==> config.mk <==
export PLATFORM = sky130hd
export DESIGN_NAME = regfile_wb_scheduler_flat
export DESIGN_NICKNAME = d
export VERILOG_FILES = /design/src/rtl/regfile_wb_scheduler_pkg.sv /design/src/rtl/regfile_wb_scheduler_if.sv /design/src/rtl/regfile_wb_scheduler_wb_rr_arbiter.sv /design/src/rtl/regfile_wb_scheduler.sv /design/src/flat_wrapper.sv
export SDC_FILE = /design/constraint.sdc
export NUM_CORES = 1
export LEC_CHECK = 0
export CORE_ASPECT_RATIO = 0.9
export CORE_MARGIN = 4
export CORE_UTILIZATION = 44
export CTS_BUF_LIST = sky130_fd_sc_hd__clkbuf_4
export DETAILED_ROUTE_END_ITERATION = 8
export GPL_TIMING_DRIVEN = 1
export PLACE_DENSITY_LB_ADDON = 0.08
export SYNTH_ARGS = -nofsm -noshare
export SYNTH_HDL_FRONTEND = slang
export SYNTH_SLANG_ARGS = --single-unit
==> constraint.sdc <==
create_clock -name i_clk -period 3.35 [get_ports i_clk]
set_input_delay 0.67 -clock i_clk [delete_from_list [all_inputs] [get_ports i_clk]]
set_output_delay 0.67 -clock i_clk [all_outputs]
set_load 0.02 [all_outputs]
==> src/rtl/regfile_wb_scheduler_pkg.sv <==
// Shared widths, writeback source indices and arbiter pointer encoding
// for the register file writeback scheduler.
package regfile_wb_scheduler_pkg;

    localparam int XLEN      = 32;
    localparam int XADDR     = 5;
    localparam int REGISTERS = 32;

    // Writeback source indices; bit k of valid/grant vectors is source k.
    localparam int WB_SRC_ALU = 0;
    localparam int WB_SRC_LSU = 1;
    localparam int WB_SRC_CSR = 2;
    localparam int NWB        = 3;

    // Round-robin pointer: the source searched first in the current cycle.
    typedef enum logic [1:0] {
        PTR_ALU = 2'd0,
        PTR_LSU = 2'd1,
        PTR_CSR = 2'd2
    } rr_ptr_e;

endpackage

==> src/rtl/regfile_wb_scheduler_if.sv <==
// Bundle of writeback source handshakes, issue/flush, decoder operand
// lookups and the registered register-file write port.
//
// Handshake: a source raises i_*_valid with rd/data and holds all three
// stable until its o_*_ready is high; a transfer happens on a rising clock
// edge where valid && ready. Ready is combinational from the valids, at most
// one ready is high per cycle, and ready is never high without valid.
interface regfile_wb_scheduler_if;
    import regfile_wb_scheduler_pkg::*;

    logic             i_alu_valid;
    logic             i_lsu_valid;
    logic             i_csr_valid;
    logic [XADDR-1:0] i_alu_rd;
    logic [XADDR-1:0] i_lsu_rd;
    logic [XADDR-1:0] i_csr_rd;
    logic [XLEN-1:0]  i_alu_data;
    logic [XLEN-1:0]  i_lsu_data;
    logic [XLEN-1:0]  i_csr_data;
    logic             o_alu_ready;
    logic             o_lsu_ready;
    logic             o_csr_ready;

    logic             i_issue_valid;
    logic [XADDR-1:0] i_issue_rd;
    logic             i_flush;

    logic [XADDR-1:0] i_rs1_addr;
    logic [XADDR-1:0] i_rs2_addr;
    logic             o_rs1_busy;
    logic             o_rs2_busy;

    logic             o_wr_en;
    logic [XADDR-1:0] o_rd_addr;
    logic [XLEN-1:0]  o_rd_data;

    // Arbiter pointer state, visible for debug and checkers.
    rr_ptr_e          dbg_rr_ptr;

    modport slave (
        input  i_alu_valid, i_lsu_valid, i_csr_valid,
        input  i_alu_rd, i_lsu_rd, i_csr_rd,
        input  i_alu_data, i_lsu_data, i_csr_data,
        output o_alu_ready, o_lsu_ready, o_csr_ready,
        input  i_issue_valid, i_issue_rd, i_flush,
        input  i_rs1_addr, i_rs2_addr,
        output o_rs1_busy, o_rs2_busy,
        output o_wr_en, o_rd_addr, o_rd_data,
        output dbg_rr_ptr
    );

    modport master (
        output i_alu_valid, i_lsu_valid, i_csr_valid,
        output i_alu_rd, i_lsu_rd, i_csr_rd,
        output i_alu_data, i_lsu_data, i_csr_data,
        input  o_alu_ready, o_lsu_ready, o_csr_ready,
        output i_issue_valid, i_issue_rd, i_flush,
        output i_rs1_addr, i_rs2_addr,
        input  o_rs1_busy, o_rs2_busy,
        input  o_wr_en, o_rd_addr, o_rd_data,
        input  dbg_rr_ptr
    );

endinterface

==> src/rtl/regfile_wb_scheduler_wb_rr_arbiter.sv <==
// Three-way writeback arbiter: valid vector in, one-hot grant out.
// Round-robin when RR_EN=1, fixed priority ALU > LSU > CSR otherwise.
module wb_rr_arbiter
    import regfile_wb_scheduler_pkg::*;
#(
    parameter bit RR_EN = 1'b1
) (
    input  logic           i_clk,
    input  logic           i_rst_n,
    input  logic [NWB-1:0] i_valid,
    output logic [NWB-1:0] o_grant,
    output rr_ptr_e        o_rr_ptr
);

    rr_ptr_e rr_ptr;
    rr_ptr_e rr_ptr_next;
    rr_ptr_e ptr_eff;

    // Pointer register: restarts at ALU on reset, otherwise follows the last grant.
    always_ff @(posedge i_clk) begin
        if (!i_rst_n) begin
            rr_ptr <= PTR_ALU;
        end else begin
            rr_ptr <= rr_ptr_next;
        end
    end

    // Grant selection and pointer advance; no grant at all while in reset.
    always_comb begin
        o_grant     = '0;
        rr_ptr_next = rr_ptr;
        ptr_eff     = RR_EN ? rr_ptr : PTR_ALU;
        if (i_rst_n) begin
            case (ptr_eff)
                PTR_LSU: begin
                    if (i_valid[WB_SRC_LSU])      o_grant[WB_SRC_LSU] = 1'b1;
                    else if (i_valid[WB_SRC_CSR]) o_grant[WB_SRC_CSR] = 1'b1;
                    else if (i_valid[WB_SRC_ALU]) o_grant[WB_SRC_ALU] = 1'b1;
                end
                PTR_CSR: begin
                    if (i_valid[WB_SRC_CSR])      o_grant[WB_SRC_CSR] = 1'b1;
                    else if (i_valid[WB_SRC_ALU]) o_grant[WB_SRC_ALU] = 1'b1;
                    else if (i_valid[WB_SRC_LSU]) o_grant[WB_SRC_LSU] = 1'b1;
                end
                default: begin
                    if (i_valid[WB_SRC_ALU])      o_grant[WB_SRC_ALU] = 1'b1;
                    else if (i_valid[WB_SRC_LSU]) o_grant[WB_SRC_LSU] = 1'b1;
                    else if (i_valid[WB_SRC_CSR]) o_grant[WB_SRC_CSR] = 1'b1;
                end
            endcase
            // The winner moves to the back of the search order.
            if (RR_EN) begin
                if (o_grant[WB_SRC_ALU])      rr_ptr_next = PTR_LSU;
                else if (o_grant[WB_SRC_LSU]) rr_ptr_next = PTR_CSR;
                else if (o_grant[WB_SRC_CSR]) rr_ptr_next = PTR_ALU;
            end
        end
    end

    assign o_rr_ptr = rr_ptr;

endmodule

==> src/rtl/regfile_wb_scheduler.sv <==
// Register file writeback scheduler: arbitrates ALU/LSU/CSR writebacks onto
// the single registered write port and tracks pending writes per register
// so the decoder can stall on busy source operands.
module regfile_wb_scheduler
    import regfile_wb_scheduler_pkg::*;
#(
    parameter bit RR_EN = 1'b1
) (
    input  logic                  i_clk,
    input  logic                  i_rst_n,
    regfile_wb_scheduler_if.slave wb
);

    logic [NWB-1:0]       valid_vec;
    logic [NWB-1:0]       grant;
    rr_ptr_e              rr_ptr;
    logic                 gnt_any;
    logic [XADDR-1:0]     gnt_rd;
    logic [XLEN-1:0]      gnt_data;
    logic [REGISTERS-1:0] pending_q;
    logic [REGISTERS-1:0] pending_d;

    assign valid_vec[WB_SRC_ALU] = wb.i_alu_valid;
    assign valid_vec[WB_SRC_LSU] = wb.i_lsu_valid;
    assign valid_vec[WB_SRC_CSR] = wb.i_csr_valid;

    wb_rr_arbiter #(
        .RR_EN    (RR_EN)
    ) u_arb (
        .i_clk    (i_clk),
        .i_rst_n  (i_rst_n),
        .i_valid  (valid_vec),
        .o_grant  (grant),
        .o_rr_ptr (rr_ptr)
    );

    assign wb.o_alu_ready = grant[WB_SRC_ALU];
    assign wb.o_lsu_ready = grant[WB_SRC_LSU];
    assign wb.o_csr_ready = grant[WB_SRC_CSR];
    assign wb.dbg_rr_ptr  = rr_ptr;

    // Select the granted source's destination and data.
    always_comb begin
        gnt_any  = 1'b0;
        gnt_rd   = '0;
        gnt_data = '0;
        if (grant[WB_SRC_ALU]) begin
            gnt_any  = 1'b1;
            gnt_rd   = wb.i_alu_rd;
            gnt_data = wb.i_alu_data;
        end else if (grant[WB_SRC_LSU]) begin
            gnt_any  = 1'b1;
            gnt_rd   = wb.i_lsu_rd;
            gnt_data = wb.i_lsu_data;
        end else if (grant[WB_SRC_CSR]) begin
            gnt_any  = 1'b1;
            gnt_rd   = wb.i_csr_rd;
            gnt_data = wb.i_csr_data;
        end
    end

    // Write stage: one cycle after a grant; writes to x0 are accepted but not enabled.
    always_ff @(posedge i_clk) begin
        if (!i_rst_n) begin
            wb.o_wr_en   <= 1'b0;
            wb.o_rd_addr <= '0;
            wb.o_rd_data <= '0;
        end else if (gnt_any) begin
            wb.o_wr_en   <= (gnt_rd != '0);
            wb.o_rd_addr <= gnt_rd;
            wb.o_rd_data <= gnt_data;
        end else begin
            wb.o_wr_en   <= 1'b0;
        end
    end

    // Scoreboard next state: flush beats everything, then a new issue beats
    // a completing write to the same register since the newer instruction owns it.
    always_comb begin
        pending_d = pending_q;
        if (wb.i_flush) begin
            pending_d = '0;
        end else begin
            if (gnt_any && (gnt_rd != '0)) begin
                pending_d[gnt_rd] = 1'b0;
            end
            if (wb.i_issue_valid && (wb.i_issue_rd != '0)) begin
                pending_d[wb.i_issue_rd] = 1'b1;
            end
        end
        pending_d[0] = 1'b0;
    end

    // Scoreboard register.
    always_ff @(posedge i_clk) begin
        if (!i_rst_n) begin
            pending_q <= '0;
        end else begin
            pending_q <= pending_d;
        end
    end

    // Operand busy lookups; x0 reads 0 because bit 0 never sets.
    assign wb.o_rs1_busy = pending_q[wb.i_rs1_addr];
    assign wb.o_rs2_busy = pending_q[wb.i_rs2_addr];

endmodule

==> src/flat_wrapper.sv <==
// flat-port wrapper written by rule: the top's interface ports become plain ports
module regfile_wb_scheduler_flat import regfile_wb_scheduler_pkg::*;
#(
    parameter bit RR_EN = 1'b1
)
  (i_clk, i_rst_n, wb_i_alu_valid, wb_i_lsu_valid, wb_i_csr_valid, wb_i_alu_rd, wb_i_lsu_rd, wb_i_csr_rd, wb_i_alu_data, wb_i_lsu_data, wb_i_csr_data, wb_o_alu_ready, wb_o_lsu_ready, wb_o_csr_ready, wb_i_issue_valid, wb_i_issue_rd, wb_i_flush, wb_i_rs1_addr, wb_i_rs2_addr, wb_o_rs1_busy, wb_o_rs2_busy, wb_o_wr_en, wb_o_rd_addr, wb_o_rd_data, wb_dbg_rr_ptr);
  regfile_wb_scheduler_if wb_i ();
  input  logic i_clk;
  input  logic i_rst_n;
  input wire logic [$bits(wb_i.i_alu_valid)-1:0] wb_i_alu_valid;
  input wire logic [$bits(wb_i.i_lsu_valid)-1:0] wb_i_lsu_valid;
  input wire logic [$bits(wb_i.i_csr_valid)-1:0] wb_i_csr_valid;
  input wire logic [$bits(wb_i.i_alu_rd)-1:0] wb_i_alu_rd;
  input wire logic [$bits(wb_i.i_lsu_rd)-1:0] wb_i_lsu_rd;
  input wire logic [$bits(wb_i.i_csr_rd)-1:0] wb_i_csr_rd;
  input wire logic [$bits(wb_i.i_alu_data)-1:0] wb_i_alu_data;
  input wire logic [$bits(wb_i.i_lsu_data)-1:0] wb_i_lsu_data;
  input wire logic [$bits(wb_i.i_csr_data)-1:0] wb_i_csr_data;
  output wire logic [$bits(wb_i.o_alu_ready)-1:0] wb_o_alu_ready;
  output wire logic [$bits(wb_i.o_lsu_ready)-1:0] wb_o_lsu_ready;
  output wire logic [$bits(wb_i.o_csr_ready)-1:0] wb_o_csr_ready;
  input wire logic [$bits(wb_i.i_issue_valid)-1:0] wb_i_issue_valid;
  input wire logic [$bits(wb_i.i_issue_rd)-1:0] wb_i_issue_rd;
  input wire logic [$bits(wb_i.i_flush)-1:0] wb_i_flush;
  input wire logic [$bits(wb_i.i_rs1_addr)-1:0] wb_i_rs1_addr;
  input wire logic [$bits(wb_i.i_rs2_addr)-1:0] wb_i_rs2_addr;
  output wire logic [$bits(wb_i.o_rs1_busy)-1:0] wb_o_rs1_busy;
  output wire logic [$bits(wb_i.o_rs2_busy)-1:0] wb_o_rs2_busy;
  output wire logic [$bits(wb_i.o_wr_en)-1:0] wb_o_wr_en;
  output wire logic [$bits(wb_i.o_rd_addr)-1:0] wb_o_rd_addr;
  output wire logic [$bits(wb_i.o_rd_data)-1:0] wb_o_rd_data;
  output wire logic [$bits(wb_i.dbg_rr_ptr)-1:0] wb_dbg_rr_ptr;
  assign wb_i.i_alu_valid = wb_i_alu_valid;
  assign wb_i.i_lsu_valid = wb_i_lsu_valid;
  assign wb_i.i_csr_valid = wb_i_csr_valid;
  assign wb_i.i_alu_rd = wb_i_alu_rd;
  assign wb_i.i_lsu_rd = wb_i_lsu_rd;
  assign wb_i.i_csr_rd = wb_i_csr_rd;
  assign wb_i.i_alu_data = wb_i_alu_data;
  assign wb_i.i_lsu_data = wb_i_lsu_data;
  assign wb_i.i_csr_data = wb_i_csr_data;
  assign wb_o_alu_ready = wb_i.o_alu_ready;
  assign wb_o_lsu_ready = wb_i.o_lsu_ready;
  assign wb_o_csr_ready = wb_i.o_csr_ready;
  assign wb_i.i_issue_valid = wb_i_issue_valid;
  assign wb_i.i_issue_rd = wb_i_issue_rd;
  assign wb_i.i_flush = wb_i_flush;
  assign wb_i.i_rs1_addr = wb_i_rs1_addr;
  assign wb_i.i_rs2_addr = wb_i_rs2_addr;
  assign wb_o_rs1_busy = wb_i.o_rs1_busy;
  assign wb_o_rs2_busy = wb_i.o_rs2_busy;
  assign wb_o_wr_en = wb_i.o_wr_en;
  assign wb_o_rd_addr = wb_i.o_rd_addr;
  assign wb_o_rd_data = wb_i.o_rd_data;
  assign wb_dbg_rr_ptr = wb_i.dbg_rr_ptr;
  regfile_wb_scheduler #(.RR_EN(RR_EN)) u_core (.i_clk(i_clk), .i_rst_n(i_rst_n), .wb(wb_i));
endmodule
==> results.json, run 1 <==
{
  "leakage_nw": 2.21,
  "fp.coreArea_um2": 8730,
  "drtPass1Iterations": 4,
  "ys_seq_area_frac": 0.356,
  "grt_first_pass_wirelength_um": 22400,
  "synth_edf_count": 0,
  "r2r_slack_ps": 600,
  "clkLatencyLatePin_ps": 420,
  "maxCapViolCount": 0,
  "critPathLaunchType": "input pin",
  "r2r-start": "u_core.u_arb.o_rr_ptr[0]$_SDFFE_PN0P_",
  "powerDensity_nw_per_um2": 432,
  "max_freq_mhz": 305,
  "yosys.area_share.simple": 0.156,
  "synth_area_um2": 4000,
  "die_w_um": 108,
  "antenna_found_initial": 1,
  "vias": 4335,
  "fin_cells": 736,
  "synth_top_area_share": 0.356,
  "synth.avg_cell_area_um2": 9.25,
  "ys_ff_latch": 71,
  "synth_mux_area_frac": 0.113,
  "clock_skew_ps": 18.6,
  "synth.largest_area_cell": "dfxtp_1",
  "rows": 32,
  "synth_nets": 567,
  "syn2layout_area_growth_pct": 55.9,
  "wl_um": 14300,
  "synth_cell_types": 57,
  "synthAdderAreaFrac": 0.00626,
  "crit_fanout": 4,
  "layout-drive-gt1-share": 0.141,
  "synth_area_leaders": "dfxtp_1, mux4_2, a221o_1",
  "synthArstFlopShare": 0,
  "grt_pass1_vias": 4324,
  "via_per_inst": 5.89,
  "reg2reg_to": "u_core.pending_q[27]$_SDFF_PP0_",
  "avgRoutedWirePerCell_um": 19.5,
  "finalCritPeriodShare": 0.978,
  "crit_chain": "dlygate4sd2_1 -> bufbuf_16 -> mux4_2 -> mux4_2 -> mux2_2 -> buf_2",
  "root_buffer": "clkbuf_4",
  "synthCells": 432,
  "rsz0062_at_grt": "no",
  "cts.clk_slew.worst_paths_ps": 120,
  "whs_endpoint": "u_core.wb.o_rd_data[12]$_SDFFE_PN0N_",
  "final_common_cell": "clkdlybuf4s50_1",
  "grt.overflow.total": 0,
  "critical_path.max_stage_delay_ps": 480,
  "synth_top_flop_cell": "dfxtp_1",
  "cp_slowest_cell": "mux4_2",
  "setup_violations": 0,
  "port_buffers": 177,
  "slew_headroom": 0.532,
  "holdWs_ps": 457,
  "final_cell_mix": "clkdlybuf4s50_1, nand2_1, dfxtp_1",
  "tightest_slew_ps": 694,
  "synth_top_family_by_area": "compound AO/OA/AOI/OAI gates",
  "drc": 0,
  "ant_nets": 0,
  "synth_compound_area_frac": 0.328,
  "design.die.area_um2": 10700,
  "crit_family": "multiplexers",
  "ctsHtreeMaxLevel": 3,
  "clock-sinks": 71,
  "hold_depth": 2,
  "cp-end-kind": "primary output",
  "placed_cells": 718,
  "grt.total_usage": 0.267,
  "ys_warn_count": 0,
  "start_util": 0.458,
  "cts_setup_buffers": 0,
  "cts_inserted_buffers": 9,
  "drtIter0Drc": 230,
  "grt_max_degree": 44,
  "cts_tree": "yes",
  "path_common_cell": "mux4_2",
  "ios": 178,
  "r2r_cells": 8,
  "vdd_ir_drop_max_mv": 0.225,
  "hold_violations": 0,
  "hp-class": "register to register",
  "drv_slew": 0,
  "arrival_ps": 2610,
  "gp_congestion": 0.851,
  "worstSetupPathType": "input pin to primary output",
  "postCtsHoldBufs": 0,
  "cp_data_required_time_ps": 2680,
  "worstHoldStart": "u_core.wb.o_rd_data[12]$_SDFFE_PN0N_",
  "synth_xor_area_frac": 0,
  "die_h_um": 98.4,
  "path_buf_inv": 3,
  "num-nets-final": 746,
  "status": "finished, final reports clean",
  "fin_crit_ps": 3280,
  "dp_hpwl_um": 11200,
  "cts_buffer_depth": 2
}
[how the worst max path moves through the flow]
stage / startpoint / to / slack [ps] / cells past startpoint
after floorplan: wb_i_rs1_addr[0] / wb_o_rs1_busy / 280 / 4
after global placement: wb_i_rs1_addr[0] / wb_o_rs1_busy / -410 / 6
after detailed placement: wb_i_rs1_addr[0] / wb_o_rs1_busy / -420 / 6
after CTS: u_core.u_arb.o_rr_ptr[0]$_SDFFE_PN0P_ / wb_o_alu_ready / 40 / 7
after global routing: wb_i_rs2_addr[0] / wb_o_rs2_busy / 10 / 6
final: wb_i_rs2_addr[0] / wb_o_rs2_busy / 70 / 6
[power breakdown]
part           internal (mW)  switching, mW
combinational          0.485          0.513
sequential             0.919         0.0407
clock                  0.388          0.343
total                   1.79          0.897
[stage by stage]
stage | TNS (ps) | power, mW | instance area (um^2) | util | setup WS [ps]
after floorplan | 0 | 1.49 | 4000 | - | 275
after global placement | -805 | 1.95 | 6000 | 0.687 | -407
after detailed placement | -841 | 1.96 | 6000 | 0.687 | -423
after CTS | 0 | 2.69 | 6220 | 0.712 | 35.3
after global routing | 0 | 2.81 | 6230 | 0.714 | 10.7
final | 0 | 2.69 | 6230 | 0.714 | 72.1
[area by class of cell]
cell class | instances | area [um^2]
fillers | 721 | 2500
multi-input cells | 318 | 2430
repair buffers | 201 | 1990
flip-flops and latches | 71 | 1420
well taps | 119 | 149
clock inverters | 7 | 128
clock buffers | 9 | 67.6
inverters | 10 | 37.5
diodes | 1 | 2.50
[cells by family after synthesis]
logic type	Yosys count
and+or+nand+nor	126
AOI/OAI and AO/OA	168
muxes	22
DFF	71
adders and majority gates	2
buffers and inverters	43
[Yosys cell counts (2+ instances only)]
cell type	n
o311ai_1	2
clkbuf_1	29
inv_1	10
nor2_1	8
o211ai_1	2
o21ai_2	2
o211a_1	3
mux4_2	18
a221o_1	33
o21ai_0	38
nand2_1	77
and3b_1	2
nand3_1	4
dfxtp_1	71
buf_2	2
a222oi_1	2
nor2b_1	3
a21oi_1	41
nor3b_1	5
a2111oi_4	2
a21boi_0	2
and2_1	3
ha_1	2
or3_1	3
and3_1	5
o22ai_1	2
mux2_2	4
a32o_1	27
nor3_1	2
[metal layers]
layer	global-route usage	wire (um)	vias to the layer above	part of all wire
met1	0.329	5590	2074	0.39
met5	0	0	-	0
met3	0.0681	1120	24	0.078
met4	0.0883	285	0	0.020
li1	-	-	2047	-
met2	0.454	7330	190	0.51
[registers in the layout, summed over array words and instances, names as in the netlist]
register and flops:
u_core.u_arb.o_rr_ptr 2, u_core.wb.o_rd_addr 5, u_core.wb.o_rd_data 32, u_core.wb.o_wr_en 1, u_core.pending_q 31
[tightest hold or removal path: cells and delay by family (launching register included)]
family | cells | cell delay [ps]
flops | 1 | 330
simple gates | 1 | 50
compound gates | 1 | 50
[timing repair]
action / 4_1_cts / 5_1_grt
cloned: 1 / 0
pin swaps: 0 / 0
gates resized for setup: 11 / 3
setup endpoints to repair: 3 / 3
Power figures use the tool's default switching activity.
==> run 2: changes to the inputs <==
CELL_PAD_IN_SITES_DETAIL_PLACEMENT = 1   (was not set)
CELL_PAD_IN_SITES_GLOBAL_PLACEMENT = 2   (was not set)
CORE_UTILIZATION = 24   (was 44)
CTS_BUF_LIST = not set   (was sky130_fd_sc_hd__clkbuf_4)
==> results.json, run 2 (synthesized netlist as in run 1, its figures left out) <==
{
  "status": "finished, final reports clean",
  "wl_um": 17000,
  "vias": 4333,
  "ctsHtreeMaxLevel": 3,
  "placed_cells": 813,
  "die_w_um": 144,
  "clock-sinks": 71,
  "combPwrFrac": 0.343,
  "dp_hpwl_um": 13300,
  "worstSetupPathType": "input pin to primary output",
  "reg_top3": "u_core.wb.o_rd_data (32), u_core.pending_q (31), u_core.wb.o_rd_addr (5)",
  "avgRoutedWirePerCell_um": 20.5,
  "clock_skew_ps": 9.64,
  "leakage_nw": 2.28,
  "path_common_cell": "mux4_2",
  "critical_path.max_stage_delay_ps": 480,
  "antenna_found_initial": 0,
  "cell_internal_pwr_mw": 2.04,
  "pwr-share-seq": 0.319,
  "rsz0062_at_grt": "no",
  "fin_cells": 830,
  "grt_max_degree": 38,
  "start_util": 0.246,
  "cts_setup_buffers": 0,
  "powerDensity_nw_per_um2": 464,
  "fp.coreArea_um2": 16200,
  "max_freq_mhz": 305,
  "postCtsHoldBufs": 0,
  "grt_pass1_vias": 4615,
  "timing.setup.tns_ps": 0,
  "final_common_cell": "clkdlybuf4s50_1",
  "clkPwrFrac": 0.339,
  "cts_inserted_buffers": 9,
  "seqCellArea_um2": 1420,
  "grt.overflow.total": 0,
  "vdd_ir_drop_max_mv": 0.223,
  "drtPass1Iterations": 4,
  "regMostFlops": "u_core.wb.o_rd_data",
  "rows": 44,
  "grt.total_usage": 0.185,
  "gp_congestion": 0.804,
  "hold_violations": 0,
  "arrival_ps": 2610,
  "critPathLaunchType": "input pin",
  "finalCritPeriodShare": 0.978,
  "largest_register_ffs": 32,
  "cts.clk_slew.worst_paths_ps": 60,
  "cp_data_required_time_ps": 2680,
  "fin_crit_ps": 3280,
  "crit_fanout": 4,
  "port_buffers": 177,
  "layout-drive-gt1-share": 0.149,
  "maxCapViolCount": 0,
  "cp_slowest_cell": "mux4_2",
  "final.setup.worst_slack_ps": 74.4,
  "cp-end-kind": "primary output",
  "setup_violations": 0,
  "r2r_slack_ps": 510,
  "die_h_um": 130,
  "num-nets-final": 753,
  "drc": 0,
  "crit_chain": "dlygate4sd2_1 -> bufbuf_16 -> mux4_2 -> mux4_2 -> mux2_2 -> buf_2",
  "multi_input_area_um2": 2430,
  "ant_nets": 0,
  "cts_tree": "yes",
  "place_ws_ps": -480,
  "sw_frac_of_total": 0.324,
  "syn2layout_area_growth_pct": 63.0,
  "via_per_inst": 5.22,
  "num_antenna_cells": 0,
  "grt_first_pass_wirelength_um": 26600,
  "ios": 178,
  "tightest_slew_ps": 724,
  "root_buffer": "clkbuf_16",
  "final_cell_mix": "clkdlybuf4s50_1, nand2_1, dfxtp_1",
  "slew_headroom": 0.512,
  "clkLatencyLatePin_ps": 350,
  "power_switching_uw": 980,
  "hp-class": "register to register",
  "cts_buffer_depth": 2,
  "drv_slew": 0,
  "nFillCells": 1813,
  "drtIter0Drc": 236,
  "design.die.area_um2": 18800
}
[run 2: worst max-delay path, delay by kind of cell]
family | cells | cell delay (ps)
buffers and inverters | 3 | 700
multiplexers | 3 | 1240
[run 2: timing repair]
action,4_1_cts,5_1_grt
resized for setup,9,2
cloned,1,0
setup endpoints to repair,2,2
[run 2: worst paths after layout]
path	start	to	cells after the start
hold reg to reg	u_core.wb.o_rd_data[26]$_SDFFE_PN0N_	u_core.wb.o_rd_data[26]$_SDFFE_PN0N_	2
setup / recovery	wb_i_rs1_addr[0]	wb_o_rs1_busy	6
hold / removal	u_core.wb.o_rd_data[26]$_SDFFE_PN0N_	u_core.wb.o_rd_data[26]$_SDFFE_PN0N_	2
setup reg to reg	u_core.u_arb.o_rr_ptr[0]$_SDFFE_PN0P_	u_core.pending_q[10]$_SDFF_PP0_	8
[run 2: cell type report]
class | count | area share
multi-input cells | 318 | 0.373
clock inverters | 5 | 0.00979
repair buffers | 208 | 0.315
inverters | 10 | 0.00576
flip-flops and latches | 71 | 0.218
clock buffers | 11 | 0.0388
well taps | 207 | 0.0397
[run 2: power groups by stage]
stage / clock network (mW) / registers, mW / logic, mW
finish: 1.02 / 0.964 / 1.04
global route: 1.09 / 0.974 / 1.13
CTS: 1.05 / 0.965 / 1.05
detailed placement: 0 / 0.981 / 1.04
global placement: 0 / 0.977 / 1.04
floorplan: 0 / 1.06 / 0.425
[run 2: layer usage]
layer	vias to the layer above	share of wire	track usage
li1	2058	-	-
met1	2126	0.44	0.239
met2	130	0.46	0.289
met3	19	0.081	0.0735
met4	0	0.014	0.0487
met5	-	0	0
[run 2: through the flow]
stage / power [mW] / hold slack (ps) / util / instance area, um^2
final: 3.02 / 452 / 0.401 / 6520
after global routing: 3.19 / 477 / 0.401 / 6520
after CTS: 3.07 / 455 / 0.402 / 6520
after detailed placement: 2.02 / 446 / 0.380 / 6180
after global placement: 2.02 / 440 / 0.380 / 6180
after floorplan: 1.49 / 442 / - / 4000
==> run 3: changes to the inputs <==
SKIP_CTS_REPAIR_TIMING = 1   (was not set)
==> results.json, run 3 (synthesized netlist as in run 1, its figures left out) <==
{
  "status": "finished, final reports clean",
  "p_total_mw": 3.02,
  "ctsHtreeMaxLevel": 3,
  "wl_um": 17000,
  "r2r-start": "u_core.u_arb.o_rr_ptr[0]$_SDFFE_PN0P_",
  "max_freq_mhz": 305,
  "rsz0062_at_grt": "no",
  "fin_crit_ps": 3270,
  "tightest_slew_ps": 704,
  "hold_depth": 2,
  "place_ws_ps": -480,
  "vias": 4311,
  "worstSetupPathType": "input pin to primary output",
  "final.setup.worst_slack_ps": 76.2,
  "cts_buffer_depth": 2,
  "largest_register_ffs": 32,
  "drv_slew": 0,
  "place_area_um2": 6180,
  "die_h_um": 130,
  "placed_cells": 813,
  "cp_data_required_time_ps": 2680,
  "hp-class": "register to register",
  "cp-end-kind": "primary output",
  "antenna_found_initial": 0,
  "drtIter0Drc": 261,
  "setup_violations": 0,
  "fin_area_um2": 6520,
  "cts_tree": "yes",
  "clock_skew_ps": 9.54,
  "avgRoutedWirePerCell_um": 20.4,
  "crit_fanout": 8,
  "syn2layout_area_growth_pct": 63.0,
  "final_common_cell": "clkdlybuf4s50_1",
  "drtPass1Iterations": 4,
  "regMostFlops": "u_core.wb.o_rd_data",
  "grt_max_degree": 38,
  "whs_endpoint": "u_core.wb.o_rd_data[26]$_SDFFE_PN0N_",
  "hold_violations": 0,
  "fp.coreArea_um2": 16200,
  "powerDensity_nw_per_um2": 464,
  "layout-drive-gt1-share": 0.149,
  "reg_top3": "u_core.wb.o_rd_data (32), u_core.pending_q (31), u_core.wb.o_rd_addr (5)",
  "dp_hpwl_um": 13300,
  "grt.overflow.total": 0,
  "worstHoldStart": "u_core.wb.o_rd_data[26]$_SDFFE_PN0N_",
  "final_core_util": 0.401,
  "rows": 44,
  "cts_inserted_buffers": 9,
  "grt_first_pass_wirelength_um": 26600,
  "root_buffer": "clkbuf_16",
  "r2r_cells": 9,
  "die_w_um": 144,
  "cts.clk_slew.worst_paths_ps": 60,
  "gp_congestion": 0.804,
  "port_buffers": 177,
  "vdd_ir_drop_max_mv": 0.223,
  "ant_nets": 0,
  "critPathLaunchType": "input pin",
  "grt.total_usage": 0.185,
  "via_per_inst": 5.19,
  "grt_pass1_vias": 4607,
  "num_antenna_cells": 0,
  "arrival_ps": 2600,
  "maxCapViolCount": 0,
  "r2r_slack_ps": 520,
  "drc": 0,
  "num-nets-final": 753,
  "leakage_nw": 2.29,
  "fin_cells": 830,
  "clock-sinks": 71,
  "start_util": 0.246,
  "final_cell_mix": "clkdlybuf4s50_1, nand2_1, dfxtp_1",
  "finalCritPeriodShare": 0.977,
  "slew_headroom": 0.526,
  "reg2reg_to": "u_core.pending_q[19]$_SDFF_PP0_",
  "nFillCells": 1816,
  "clkLatencyLatePin_ps": 350,
  "design.die.area_um2": 18800,
  "ios": 178
}
==> run 3: cell types whose count changed in the layout (fill, tap and decap cells not counted) <==
| cell | before | now |
|---|---|---|
| dlymetal6s2s_1 | 0 | 2 |
| buf_2 | 2 | 1 |
| clkbuf_16 | 9 | 10 |
| bufbuf_16 | 1 | 0 |
| clkbuf_2 | 0 | 1 |
| dlygate4sd2_1 | 2 | 0 |
==> run 3: worst max path at each step <==
stage / from / to
floorplan: wb_i_rs1_addr[0] / wb_o_rs1_busy
global placement: wb_i_rs2_addr[0] / wb_o_rs2_busy
detailed placement: wb_i_rs2_addr[0] / wb_o_rs2_busy
CTS: wb_i_rs2_addr[0] / wb_o_rs2_busy
global route: wb_i_rs1_addr[1] / wb_o_rs1_busy
finish: wb_i_rs1_addr[1] / wb_o_rs1_busy
==> run 3: where the power goes <==
group | internal, mW | total, mW | switching (mW) | leakage [nW]
clock | 0.624 | 1.02 | 0.400 | 0.153
combinational | 0.497 | 1.03 | 0.538 | 1.55
sequential | 0.920 | 0.964 | 0.0433 | 0.579
total | 2.04 | 3.02 | 0.981 | 2.29
==> run 3: critical path, cell delays in order <==
cell and delay [ps]:
clkdlybuf4s50_1 500, buf_4 190, mux4_2 300, mux4_2 480
mux2_2 290, buf_2 160
==> run 3: layout make-up <==
class	count	area, um^2	share of cell area
tap	207	259	0.0397
multi-input combinational	318	2430	0.373
timing repair buffer	208	2050	0.315
inverter	10	37.5	0.00576
sequential	71	1420	0.218
clock inverter	5	63.8	0.00979
clock buffer	11	253	0.0388
==> run 3: per-stage QoR <==
stage	setup TNS, ps	hold WS (ps)
after global routing	0	477
final	0	452
after global placement	-882	440
after detailed placement	-951	446
after CTS	-965	455
after floorplan	0	442
==> run 3: per-layer routing <==
metal	part of all wire	vias to the layer above	global-route usage	wire, um
li1	-	2057	-	-
met1	0.44	2105	0.238	7540
met2	0.47	130	0.289	7890
met3	0.075	19	0.0735	1280
met4	0.014	0	0.0487	241
met5	0	-	0	0
